### config.mk
export PLATFORM = sky130hd
export DESIGN_NAME = pq_op_sequencer
export DESIGN_NICKNAME = d
export VERILOG_FILES = /design/src/rtl/pq_op_sequencer.sv
export SDC_FILE = /design/constraint.sdc
export NUM_CORES = 1
export LEC_CHECK = 0
export ABC_CLOCK_PERIOD_IN_PS = 6200
export BUFFER_PORTS_ARGS = -buffer_cell sky130_fd_sc_hd__buf_4
export CAP_MARGIN = 20
export CORE_AREA = 2 2 150 152
export DETAILED_ROUTE_END_ITERATION = 7
export DIE_AREA = 0 0 152 154
export SLEW_MARGIN = 20
export SYNTH_ARGS = -nofsm -noshare
export SYNTH_HDL_FRONTEND = slang
export SYNTH_SLANG_ARGS = --single-unit
### constraint.sdc
create_clock -name CLK -period 6.2 [get_ports CLK]
set_input_delay 1.24 -clock CLK [delete_from_list [all_inputs] [get_ports CLK]]
set_output_delay 1.24 -clock CLK [all_outputs]
set_load 0.03 [all_outputs]
### src/rtl/pq_op_sequencer.sv
// rtl/pq_op_sequencer.sv - request sequencer in front of a register-array priority queue
module pq_op_sequencer #(
    parameter int DATA_WIDTH    = 16,
    parameter int CMD_DEPTH     = 4,
    parameter int SETTLE_CYCLES = 1
) (
    input  logic                  CLK,
    input  logic                  RSTn,
    input  logic                  i_req_valid,
    output logic                  o_req_ready,
    input  logic [1:0]            i_req_op,
    input  logic [DATA_WIDTH-1:0] i_req_data,
    output logic                  o_pq_wrt,
    output logic                  o_pq_read,
    output logic [DATA_WIDTH-1:0] o_pq_data,
    input  logic                  i_pq_full,
    input  logic                  i_pq_empty,
    input  logic [DATA_WIDTH-1:0] i_pq_data,
    output logic                  o_rsp_valid,
    input  logic                  i_rsp_ready,
    output logic [1:0]            o_rsp_op,
    output logic [DATA_WIDTH-1:0] o_rsp_data,
    output logic                  o_rsp_drop,
    output logic [15:0]           o_drop_cnt
);

    localparam int AW  = $clog2(CMD_DEPTH);
    localparam int SCW = (SETTLE_CYCLES > 1) ? $clog2(SETTLE_CYCLES) : 1;
    localparam logic [AW:0]    LP_DEPTH       = (AW+1)'(CMD_DEPTH);
    localparam logic [SCW-1:0] LP_SETTLE_LAST = SCW'(SETTLE_CYCLES - 1);

    localparam logic [1:0] OP_ENQ = 2'b00;
    localparam logic [1:0] OP_DEQ = 2'b01;
    localparam logic [1:0] OP_REP = 2'b10;

    typedef enum logic [1:0] {
        ST_IDLE   = 2'd0,
        ST_ISSUE  = 2'd1,
        ST_SETTLE = 2'd2,
        ST_RESP   = 2'd3
    } state_t;

    logic [1:0]            r_fifo_op   [CMD_DEPTH];
    logic [DATA_WIDTH-1:0] r_fifo_data [CMD_DEPTH];
    logic [AW-1:0]         r_wr_ptr;
    logic [AW-1:0]         r_rd_ptr;
    logic [AW:0]           r_count;

    state_t                r_state;
    logic [SCW-1:0]        r_settle_cnt;
    logic                  r_pq_wrt;
    logic                  r_pq_read;
    logic [DATA_WIDTH-1:0] r_pq_data;
    logic                  r_rsp_valid;
    logic [1:0]            r_rsp_op;
    logic [DATA_WIDTH-1:0] r_rsp_data;
    logic                  r_rsp_drop;
    logic [15:0]           r_drop_cnt;

    logic                  w_fifo_full;
    logic                  w_fifo_empty;
    logic                  w_push;
    logic                  w_pop;
    logic [1:0]            w_head_op;
    logic [DATA_WIDTH-1:0] w_head_data;
    logic                  w_issue;
    logic                  w_do_wrt;
    logic                  w_do_read;
    logic [1:0]            w_exec_op;

    // A full FIFO refuses new requests even when the head leaves in the same cycle.
    assign w_fifo_full  = (r_count == LP_DEPTH);
    assign w_fifo_empty = (r_count == '0);
    assign w_push       = i_req_valid && !w_fifo_full;
    assign w_pop        = (r_state == ST_IDLE) && !w_fifo_empty;
    assign w_head_op    = r_fifo_op[r_rd_ptr];
    assign w_head_data  = r_fifo_data[r_rd_ptr];

    assign o_req_ready  = !w_fifo_full;
    assign o_pq_wrt     = r_pq_wrt;
    assign o_pq_read    = r_pq_read;
    assign o_pq_data    = r_pq_data;
    assign o_rsp_valid  = r_rsp_valid;
    assign o_rsp_op     = r_rsp_op;
    assign o_rsp_data   = r_rsp_data;
    assign o_rsp_drop   = r_rsp_drop;
    assign o_drop_cnt   = r_drop_cnt;

    // Request payload storage; contents are meaningless until the count covers them.
    always_ff @(posedge CLK) begin
        if (w_push) begin
            r_fifo_op[r_wr_ptr]   <= i_req_op;
            r_fifo_data[r_wr_ptr] <= i_req_data;
        end
    end

    // FIFO pointers and occupancy.
    always_ff @(posedge CLK) begin
        if (!RSTn) begin
            r_wr_ptr <= '0;
            r_rd_ptr <= '0;
            r_count  <= '0;
        end else begin
            if (w_push) r_wr_ptr <= r_wr_ptr + 1'b1;
            if (w_pop)  r_rd_ptr <= r_rd_ptr + 1'b1;
            case ({w_push, w_pop})
                2'b10:   r_count <= r_count + 1'b1;
                2'b01:   r_count <= r_count - 1'b1;
                default: r_count <= r_count;
            endcase
        end
    end

    // Legality decision on the FIFO head against the queue status seen this cycle.
    always_comb begin
        w_issue   = 1'b0;
        w_do_wrt  = 1'b0;
        w_do_read = 1'b0;
        w_exec_op = w_head_op;
        case (w_head_op)
            OP_ENQ: begin
                if (!i_pq_full) begin
                    w_issue  = 1'b1;
                    w_do_wrt = 1'b1;
                end
            end
            OP_DEQ: begin
                if (!i_pq_empty) begin
                    w_issue   = 1'b1;
                    w_do_read = 1'b1;
                end
            end
            OP_REP: begin
                // Replacing into an empty queue degenerates to a plain insert.
                w_issue  = 1'b1;
                w_do_wrt = 1'b1;
                if (!i_pq_empty) w_do_read = 1'b1;
                else             w_exec_op = OP_ENQ;
            end
            default: ;
        endcase
    end

    // Sequencer FSM: issue one strobe, let the queue settle, then hold the response.
    always_ff @(posedge CLK) begin
        if (!RSTn) begin
            r_state      <= ST_IDLE;
            r_settle_cnt <= '0;
            r_pq_wrt     <= 1'b0;
            r_pq_read    <= 1'b0;
            r_pq_data    <= '0;
            r_rsp_valid  <= 1'b0;
            r_rsp_op     <= '0;
            r_rsp_data   <= '0;
            r_rsp_drop   <= 1'b0;
            r_drop_cnt   <= '0;
        end else begin
            r_pq_wrt  <= 1'b0;
            r_pq_read <= 1'b0;
            r_pq_data <= '0;
            case (r_state)
                ST_IDLE: begin
                    if (!w_fifo_empty) begin
                        r_rsp_op <= w_exec_op;
                        if (w_issue) begin
                            r_pq_wrt  <= w_do_wrt;
                            r_pq_read <= w_do_read;
                            r_pq_data <= w_head_data;
                            r_state   <= ST_ISSUE;
                        end else begin
                            r_rsp_valid <= 1'b1;
                            r_rsp_drop  <= 1'b1;
                            r_rsp_data  <= '0;
                            if (r_drop_cnt != 16'hFFFF) r_drop_cnt <= r_drop_cnt + 16'd1;
                            r_state <= ST_RESP;
                        end
                    end
                end
                ST_ISSUE: begin
                    // The queue still shows the old root while the strobe is high.
                    r_rsp_data   <= r_pq_read ? i_pq_data : '0;
                    r_settle_cnt <= '0;
                    r_state      <= ST_SETTLE;
                end
                ST_SETTLE: begin
                    if (r_settle_cnt == LP_SETTLE_LAST) begin
                        r_rsp_valid <= 1'b1;
                        r_state     <= ST_RESP;
                    end else begin
                        r_settle_cnt <= r_settle_cnt + 1'b1;
                    end
                end
                ST_RESP: begin
                    if (i_rsp_ready) begin
                        r_rsp_valid <= 1'b0;
                        r_rsp_op    <= '0;
                        r_rsp_data  <= '0;
                        r_rsp_drop  <= 1'b0;
                        r_state     <= ST_IDLE;
                    end
                end
                default: r_state <= ST_IDLE;
            endcase
        end
    end

endmodule

# Word-level counts from Yosys, hierarchy flattened

Memories as Yosys holds them, arrays and structs flattened. A register that Yosys moved wholly into a read port is not among the register bits.
Index checks and enable logic that the tools add are counted.
Widths: inputs -> output; s select.

Register bits: 48
Memory bits (writable): 72
Word-level logic and storage cells: 90
Memories: 2

Multiplexer cells: 31
Reductions and logical operators: 21
$add $sub $neg: 6
Bitwise operators: 5
Equality and inequality tests: 13

Memories:

| memory      | depth | width | read ports | clocked after Yosys merged registers in | write ports | line | source |
|---|---|---|---|---|---|---|---|
| r_fifo_data | 4     | 16    | 1          | 1                                       | 1           | 44   | `logic [DATA_WIDTH-1:0] r_fifo_data [CMD_DEPTH];` |
| r_fifo_op   | 4     | 2     | 1          | 1                                       | 1           | 43   | `logic [1:0] r_fifo_op [CMD_DEPTH];` |

Operator list:

| cell                  | count |
|---|---|
| $mux 16               | 4 |
| $pmux 16 s3           | 1 |
| $mux 2                | 9 |
| $add 16x1->16 const B | 1 |
| $ne 16x16->1 const B  | 1 |
| $reduce_and 4->1      | 3 |
| $mux 1                | 9 |
| $eq 2x2->1 const B    | 4 |
| $ne 2x2->1 const B    | 4 |
| $pmux 2 s4            | 1 |
| $eq 2x1->1 const B    | 3 |
| $pmux 1 s2            | 3 |
| $pmux 1 s3            | 2 |
| $pmux 3 s2            | 1 |
| $reduce_and 3->1      | 2 |
| $reduce_bool 2->1     | 3 |
| $reduce_bool 3->1     | 2 |
| $not 1->1             | 5 |
| $reduce_and 5->1      | 1 |
| $reduce_or 5->1       | 1 |
| $add 2x1->2 const B   | 2 |
| $logic_not 2->1       | 2 |
| $pmux 2 s2            | 1 |
| $reduce_or 4->1       | 1 |
| other kinds (8)       | 10 |

# Longest topological paths before layout

Gate-level depths: netlist of the first run.

Depth in word-level cells: 5
Mapped depth: 12

# Worst setup path after synthesis of the first run

Ideal clock, no wire load.

Path kind: input to register
Start point: input port i_pq_full
End point: register r_drop_cnt[11], in the netlist o_drop_cnt[11]
Buffers on the path: 1
Arrival: 2628 ps
Required time: 6129 ps
Stages on the path: 6
Setup slack: 3501 ps
Cell sequence: nand2b_1 a31oi_1 or4b_1 buf_2 or4_1 a21oi_1

Word-level cells in the longest chain between the ends: 4

RTL lines:

| what                              | line | source |
|---|---|---|
| from (decl)                       | 16   | `input logic i_pq_full,` |
| $mux 1                            | 122  | `if (!i_pq_full) begin` |
| $pmux 1 s3                        | 120  | `case (w_head_op)` |
| $not 1->1 (no source line)        | -    |  |
| $reduce_and 4->1 (no source line) | -    |  |
| to (signal assigned)              | 174  | `if (r_drop_cnt != 16'hFFFF) r_drop_cnt <= r_drop_cnt + 16'd1;` |
| to (decl)                         | 58   | `logic [15:0] r_drop_cnt;` |

Every way passes these cells.
A chain may end at the register's enable or synchronous reset.

==> flow_metrics.tcl, run 1 <==
set metrics [dict create \
    tightest_slew_ps 1040 \
    clockBufferDepth 2 \
    period_minus_slack_ps 2940 \
    first_pass_iters 4 \
    cts_hold_buf 0 \
    first_iter_violations 179 \
    timing.rr.end "o_rsp_data[15]$_SDFFE_PN0P_" \
    max_stage_delay_ps 730 \
    slew_viol_final 0 \
    hp-class "reg2reg" \
    grt-busiest-layer "met2" \
    rsz0062_at_grt "no" \
    combPwrFrac_pct 24.0 \
    drive_gt1_share_pct 29.0 \
    grt_pass1_vias 3480 \
    areaGrowthSynthToFinish_pct 30.0 \
    critPathCaptureType "flop" \
    p_leak_nw 2.58 \
    cts_tree "done" \
    fmax_mhz 340 \
    clkLatencyLatePin_ps 420 \
    clk_pin_slew_ps 60 \
    root_buffer "clkbuf_16" \
    die_x_um 152 \
    r2r_setup_slack_ps 3260 \
    synth_edf_count 72 \
    cts_setup_buffers 0 \
    cp_slowest_cell "nand3b_1" \
    clock-sinks 137 \
    path_delay_family "simple AND/OR/NAND/NOR gates" \
    core_um2 21700 \
    drc 0 \
    cts_made_buffers 17 \
    stdcell_count 791 \
    setup_violations 0 \
    yosys-top-cells-area "edfxtp_1, dfxtp_1, mux4_2" \
    cp_max_fo 16 \
    synth_area_leader_cell "edfxtp_1" \
    power.switching_uw 845 \
    cp.arrival_ps 3260 \
    p_seq_share_pct 39.6 \
    fp.dieH_um 154 \
    initial_core_util_pct 24.7 \
    use_met1_pct 12.1 \
    io_buffers 94 \
    fin_worst_skew_ps 9.45 \
    die_area_um2 23400 \
    track_usage_pct 10.5 \
    path_buf_inv 2 \
    synth.avg_cell_area_um2 13.4 \
    maxCapViolCount 0 \
    outcome "finished, final reports clean" \
    num_antenna_cells 0 \
    detail_route.wl_per_cell_um 15.1 \
    grt_pass1_wl_um 18800 \
    grt_max_degree 28 \
    r2r_cells 9 \
    fin_ws_ps 3260 \
    relSlewSlack_pct 30.9 \
    cts_resized 0 \
    tns_ps 0 \
    cp_cell_sequence "mux4_2, inv_1, ha_1, nand2b_1, a31oi_1, buf_4, nand2_1, nand3b_1, mux2i_1" \
    fin_nets 553 \
    syn-num-nets 456 \
    rows 54 \
    switching_share_pct 29.6 \
    worst-endpoint-required_ps 6520 \
    ys.flop_type "edfxtp_1" \
    whs_endpoint "o_rsp_op[1]$_SDFFE_PN0P_" \
    h-tree-depth 4 \
    hp-start "o_rsp_op[1]$_SDFFE_PN0P_" \
    path_class "reg2reg" \
    place_worst_setup_slack_ps 2970 \
    worstSetupStartpointType "flop" \
    ys_seq_elements 137 \
    p_int_mw 2.01 \
    use_met2_pct 17.6 \
    pwr-share-clk_pct 36.4 \
    dp_hpwl_um 8170 \
    gp_congestion 0.737 \
    numPlacedInstances 759 \
    finalCritPeriodShare_pct 47.4 \
    wirelength_um 11900 \
    finalPower_mw 2.86 \
    grt.met3_usage_pct 3.78 \
    p_per_area_nw_per_um2 410 \
    vdd_drop_max_uv 253 \
    ys_async_sr_fraction_pct 0 \
    netlist_instances 401 \
    pin_count 95 \
    synth_top_area_share_pct 40.4 \
    hold_viol 0 \
    antenna_found_initial 0 \
    syn-cell-area_um2 5360 \
    synth_cell_types 42 \
    synth_warnings 0 \
    ant_nets 0 \
    overflow 0 \
    ys_seq_area_share_pct 64.6 \
    final_util_pct 32.1 \
    vias 3429 \
    vias_per_cell 4.34 \
    holdPathStages 2 \
]
cells in the mapped netlist, drive strengths merged, types with 7 or more instances:
cell     n
a21oi   12
buf      9
clkbuf  10
dfxtp   65
edfxtp  72
ha      14
inv     15
mux2i   17
mux4    18
nand2   47
nand3   10
nor2    19
nor2b   17
nor4     7
xnor2    9
cell usage in the layout (no fill, tap or decap), types with 4 or more instances in the layout:
cell / n
buf_4: 97
edfxtp_1: 72
dfxtp_1: 65
nand2_1: 47
nor2_1: 19
mux4_2: 18
nor2b_1: 17
mux2i_1: 17
clkbuf_16: 17
inv_1: 15
ha_1: 14
a21oi_1: 12
nand3_1: 10
xnor2_1: 9
nor4_1: 7
nor3_1: 6
o21ai_0: 6
nand2b_1: 5
and3_1: 5
nand4_1: 5
or3_1: 5
xor2_1: 4
inv_6: 4
sequential cells by signal, summed over array words and instances, names as in the netlist, named ones only:
name and count:
o_pq_read 1, o_rsp_valid 1, r_fifo_data 64, o_rsp_drop 1
r_state 2, o_pq_wrt 1, o_rsp_data 16, r_rd_ptr 2
r_wr_ptr 2, r_fifo_op 8, r_count 3, o_rsp_op 2
o_drop_cnt 16, o_pq_data 16
tightest hold or removal path, stage by stage (launching register included):
cell and delay (ps):
dfxtp_1 310, nand2_1 50, a21oi_1 50
kinds of logic after synthesis:
kind of cell             after synthesis  share of synthesized area (%)
multiplexers                          35                           10.7
buffers and inverters                 35                           2.64
AND/OR/NAND/NOR                      137                           12.9
flip-flops                           137                           64.6
AO/OA/AOI/OAI                         29                           3.32
XOR/XNOR                              13                           2.13
adder cells (fa/ha/maj)               15                           3.64
metrics by stage:
step	instance area, um2	hold slack, ps
after global routing	6970	474
final	6970	452
after CTS	6970	457
after detailed placement	6350	450
after global placement	6350	447
after floorplan	5360	469
worst max-delay path by stage:
stage / startpoint / to / cells past startpoint
2_1_floorplan: i_pq_full / o_drop_cnt[11]$_SDFFE_PN0P_ / 6
3_3_place_gp: i_pq_full / o_pq_wrt$_SDFF_PP0_ / 6
3_5_place_dp: i_rsp_ready / o_rsp_data[15]$_SDFFE_PN0P_ / 5
4_1_cts: flop / o_pq_read$_SDFF_PP0_ / 8
5_1_grt: flop / o_rsp_data[15]$_SDFFE_PN0P_ / 9
6_report: flop / o_rsp_data[15]$_SDFFE_PN0P_ / 9
metal layers:
layer	up-vias	part of all wire, %	wire length (um)
met5	-	0	0
met1	1678	43	5120
met2	96	50	5970
li1	1642	-	-
met4	0	1.4	167
met3	13	5.5	651
power by group through the flow:
stage | combinational, mW | clock, mW | sequential, mW
after global routing | 0.749 | 1.11 | 1.14
after detailed placement | 0.694 | 0 | 1.15
after CTS | 0.698 | 1.06 | 1.13
final | 0.687 | 1.04 | 1.13
after floorplan | 0.457 | 0 | 1.18
after global placement | 0.673 | 0 | 1.14
cell type report:
| class | count | area [um2] |
|---|---|---|
| repair buffers | 97 | 728 |
| inverters | 16 | 60.1 |
| clock inverters | 12 | 164 |
| well taps | 280 | 350 |
| multi-input cells | 229 | 1750 |
| fillers | 2145 | 14700 |
| flip-flops and latches | 137 | 3460 |
| clock buffers | 20 | 447 |
No activity file was read; power rests on OpenSTA's default activity.
==> run 2: changes to the inputs <==
Settings changed: ABC_AREA from default to 1, ABC_CLOCK_PERIOD_IN_PS 6200 to 2490, CORE_AREA 2 2 150 152 to 2 2 155 157, DIE_AREA 0 0 152 154 to 0 0 157 159.
Clock period 6.2 ns to 2.49 ns, I/O delays scaled along.
==> flow_metrics.tcl, run 2 <==
set metrics [dict create \
    antenna_found_initial 1 \
    grt_pass1_wl_um 20500 \
    final_cell_mix "nor2_1, nand2_1, buf_4, edfxtp_1, inv_1" \
    grt.met3_usage_pct 3.21 \
    first_pass_iters 4 \
    vias 4373 \
    finalPower_mw 8.26 \
    areaGrowthSynthToFinish_pct 30.2 \
    clkLatencyLatePin_ps 420 \
    fmax_mhz 439 \
    dp_hpwl_um 8510 \
    cp_max_fo 18 \
    clockBufferDepth 2 \
    cts_made_buffers 17 \
    outcome "finished, final reports clean" \
    rsz0062_at_grt "yes" \
    clock-sinks 137 \
    top_register "r_fifo_data" \
    synth_edf_count 72 \
    cts_hold_buf 0 \
    vdd_drop_max_uv 575 \
    maxCapViolCount 0 \
    fin_nets 792 \
    syn-cell-area_um2 5770 \
    cts_resized 0 \
    pin_count 95 \
    clk_pin_slew_ps 70 \
    final_common_cell "nor2_1" \
    track_usage_pct 10.6 \
    synthSimpleGateAreaFrac_pct 19.5 \
    place_worst_setup_slack_ps 253 \
    cts_tree "done" \
    h-tree-depth 4 \
    vias_per_cell 4.09 \
    fin_worst_skew_ps 13.6 \
    hold_viol 0 \
    yosys-top-cells-area "edfxtp_1, dfxtp_1, nor2_1" \
    grt-busiest-layer "met2" \
    critPathCaptureType "flop" \
    netlist_instances 631 \
    slew_viol_final 0 \
    synth_top_area_share_pct 37.5 \
    setup_violations 0 \
    yosysMostFrequentCell "nor2_1" \
    die_x_um 157 \
    hp-class "in2reg" \
    overflow 0 \
    ys_async_sr_fraction_pct 0 \
    io_buffers 94 \
    cp.arrival_ps 2590 \
    synth_cell_types 32 \
    grt_max_degree 34 \
    initial_core_util_pct 24.9 \
    n_fill_cell 2383 \
    fp.dieH_um 159 \
    ys_seq_area_share_pct 60.0 \
    synth.avg_cell_area_um2 9.15 \
    use_met2_pct 17.3 \
    worst-endpoint-required_ps 2800 \
    p_leak_nw 3.06 \
    synth_warnings 0 \
    cts_setup_buffers 0 \
    drive_gt1_share_pct 20.9 \
    period_minus_slack_ps 2280 \
    synth_top_family_by_area "simple AND/OR/NAND/NOR gates" \
    drc 0 \
    tightest_slew_ps 705 \
    rows 56 \
    yosys-top-cells-count "nor2_1, nand2_1, edfxtp_1" \
    fin_ws_ps 213 \
    die_area_um2 25000 \
    first_iter_violations 282 \
    syn-num-nets 686 \
    use_met1_pct 13.2 \
    ys_seq_elements 137 \
    synth_fa_ha_area_share_pct 3.38 \
    synth_mux_area_share_pct 0 \
    wirelength_um 13000 \
    worstSetupStartpointType "flop" \
    ant_nets 0 \
    synth_area_leader_cell "edfxtp_1" \
    root_buffer "clkbuf_16" \
    synth_xor_area_share_pct 0.455 \
    path_class "reg2reg" \
    gp_congestion 0.784 \
    relSlewSlack_pct 52.9 \
    grt_pass1_vias 4112 \
    synth-compound-area-share_pct 10.5 \
    finalCritPeriodShare_pct 91.4 \
    core_um2 23200 \
    ys.flop_type "edfxtp_1" \
    detail_route.wl_per_cell_um 12.1 \
    largest_register_ffs 64 \
    p_per_area_nw_per_um2 1100 \
]
==> run 2: changes by cell type in the layout (fill, tap and decap cells not counted), sizes merged, moves of 7 or more <==
cell    previous run  this run
nand2             47       114
o21ai              6        48
xnor2              9         1
buf               97       106
nor2              19       124
inv               19        79
nand3             10        24
nor4               7         0
o21bai             0         9
mux2i             17         0
nor2b             17         0
a21oi             12        53
mux4              18         0
==> run 2: report_power, final <==
part | internal, mW | total, mW | switching (mW)
clock network | 1.38 | 2.53 | 1.15
logic | 0.912 | 2.82 | 1.91
registers | 2.75 | 2.91 | 0.165
total | 5.04 | 8.26 | 3.22
==> run 2: logic make-up (layout without fill, tap and decap cells) <==
logic type                 count (synthesis)  after routing
and+or+nand+nor                          270            270
other                                      0              1
AOI/OAI and AO/OA                        114            114
xor gates and xnor gates                   3              3
adders and majority gates                 15             15
DFF                                      137            137
buffers and inverters                     92            211
==> run 2: path summary, 6_finish.rpt <==
path	from	to	slack (ps)	depth (start not counted)
worst max-delay path	flop	o_pq_wrt$_SDFF_PP0_	210	9
worst min-delay path	i_req_data[4]	r_fifo_data[3][4]$_DFFE_PP_	280	1
worst min register to register	r_count[0]$_SDFFE_PN0P_	r_count[0]$_SDFFE_PN0P_	470	1
worst max register to register	flop	o_pq_wrt$_SDFF_PP0_	210	9
==> run 2: through the flow <==
step           util, %  area, um2  hold slack, ps  TNS [ps]  instances
6_report          32.4       7510             278         0       1070
5_1_grt           32.4       7510             248     -12.1       1069
4_1_cts           32.4       7510             260         0       1069
3_5_place_dp      29.7       6890             460         0       1037
3_3_place_gp      29.7       6890             453         0       1037
2_1_floorplan        -       5770             442         0        631
==> run 2: routing by layer <==
layer / wire length, um / share of wire [%]
met2: 6030 / 47
met4: 204 / 1.6
met1: 5960 / 46
met5: 0 / 0
met3: 762 / 5.9
==> run 2: cell type report <==
cell class / count / area, um2 / area share, %
Antenna cell: 1 / 2.50 / 0.0333
Clock buffer: 17 / 425 / 5.66
Clock inverter: 15 / 196 / 2.61
Inverter: 73 / 274 / 3.65
Multi-Input combinational cell: 402 / 1960 / 26.1
Sequential cell: 137 / 3460 / 46.1
Tap cell: 319 / 399 / 5.31
Timing Repair Buffer: 106 / 796 / 10.6
==> run 2: worst max-delay path, cell delays in order, from the launching register on <==
cell	delay (ps)
dfxtp_1	400
inv_1	110
nand2_1	70
nand3_1	60
nand2_1	150
inv_1	100
ha_1	210
inv_1	140
nand4_2	580
a211oi_1	370
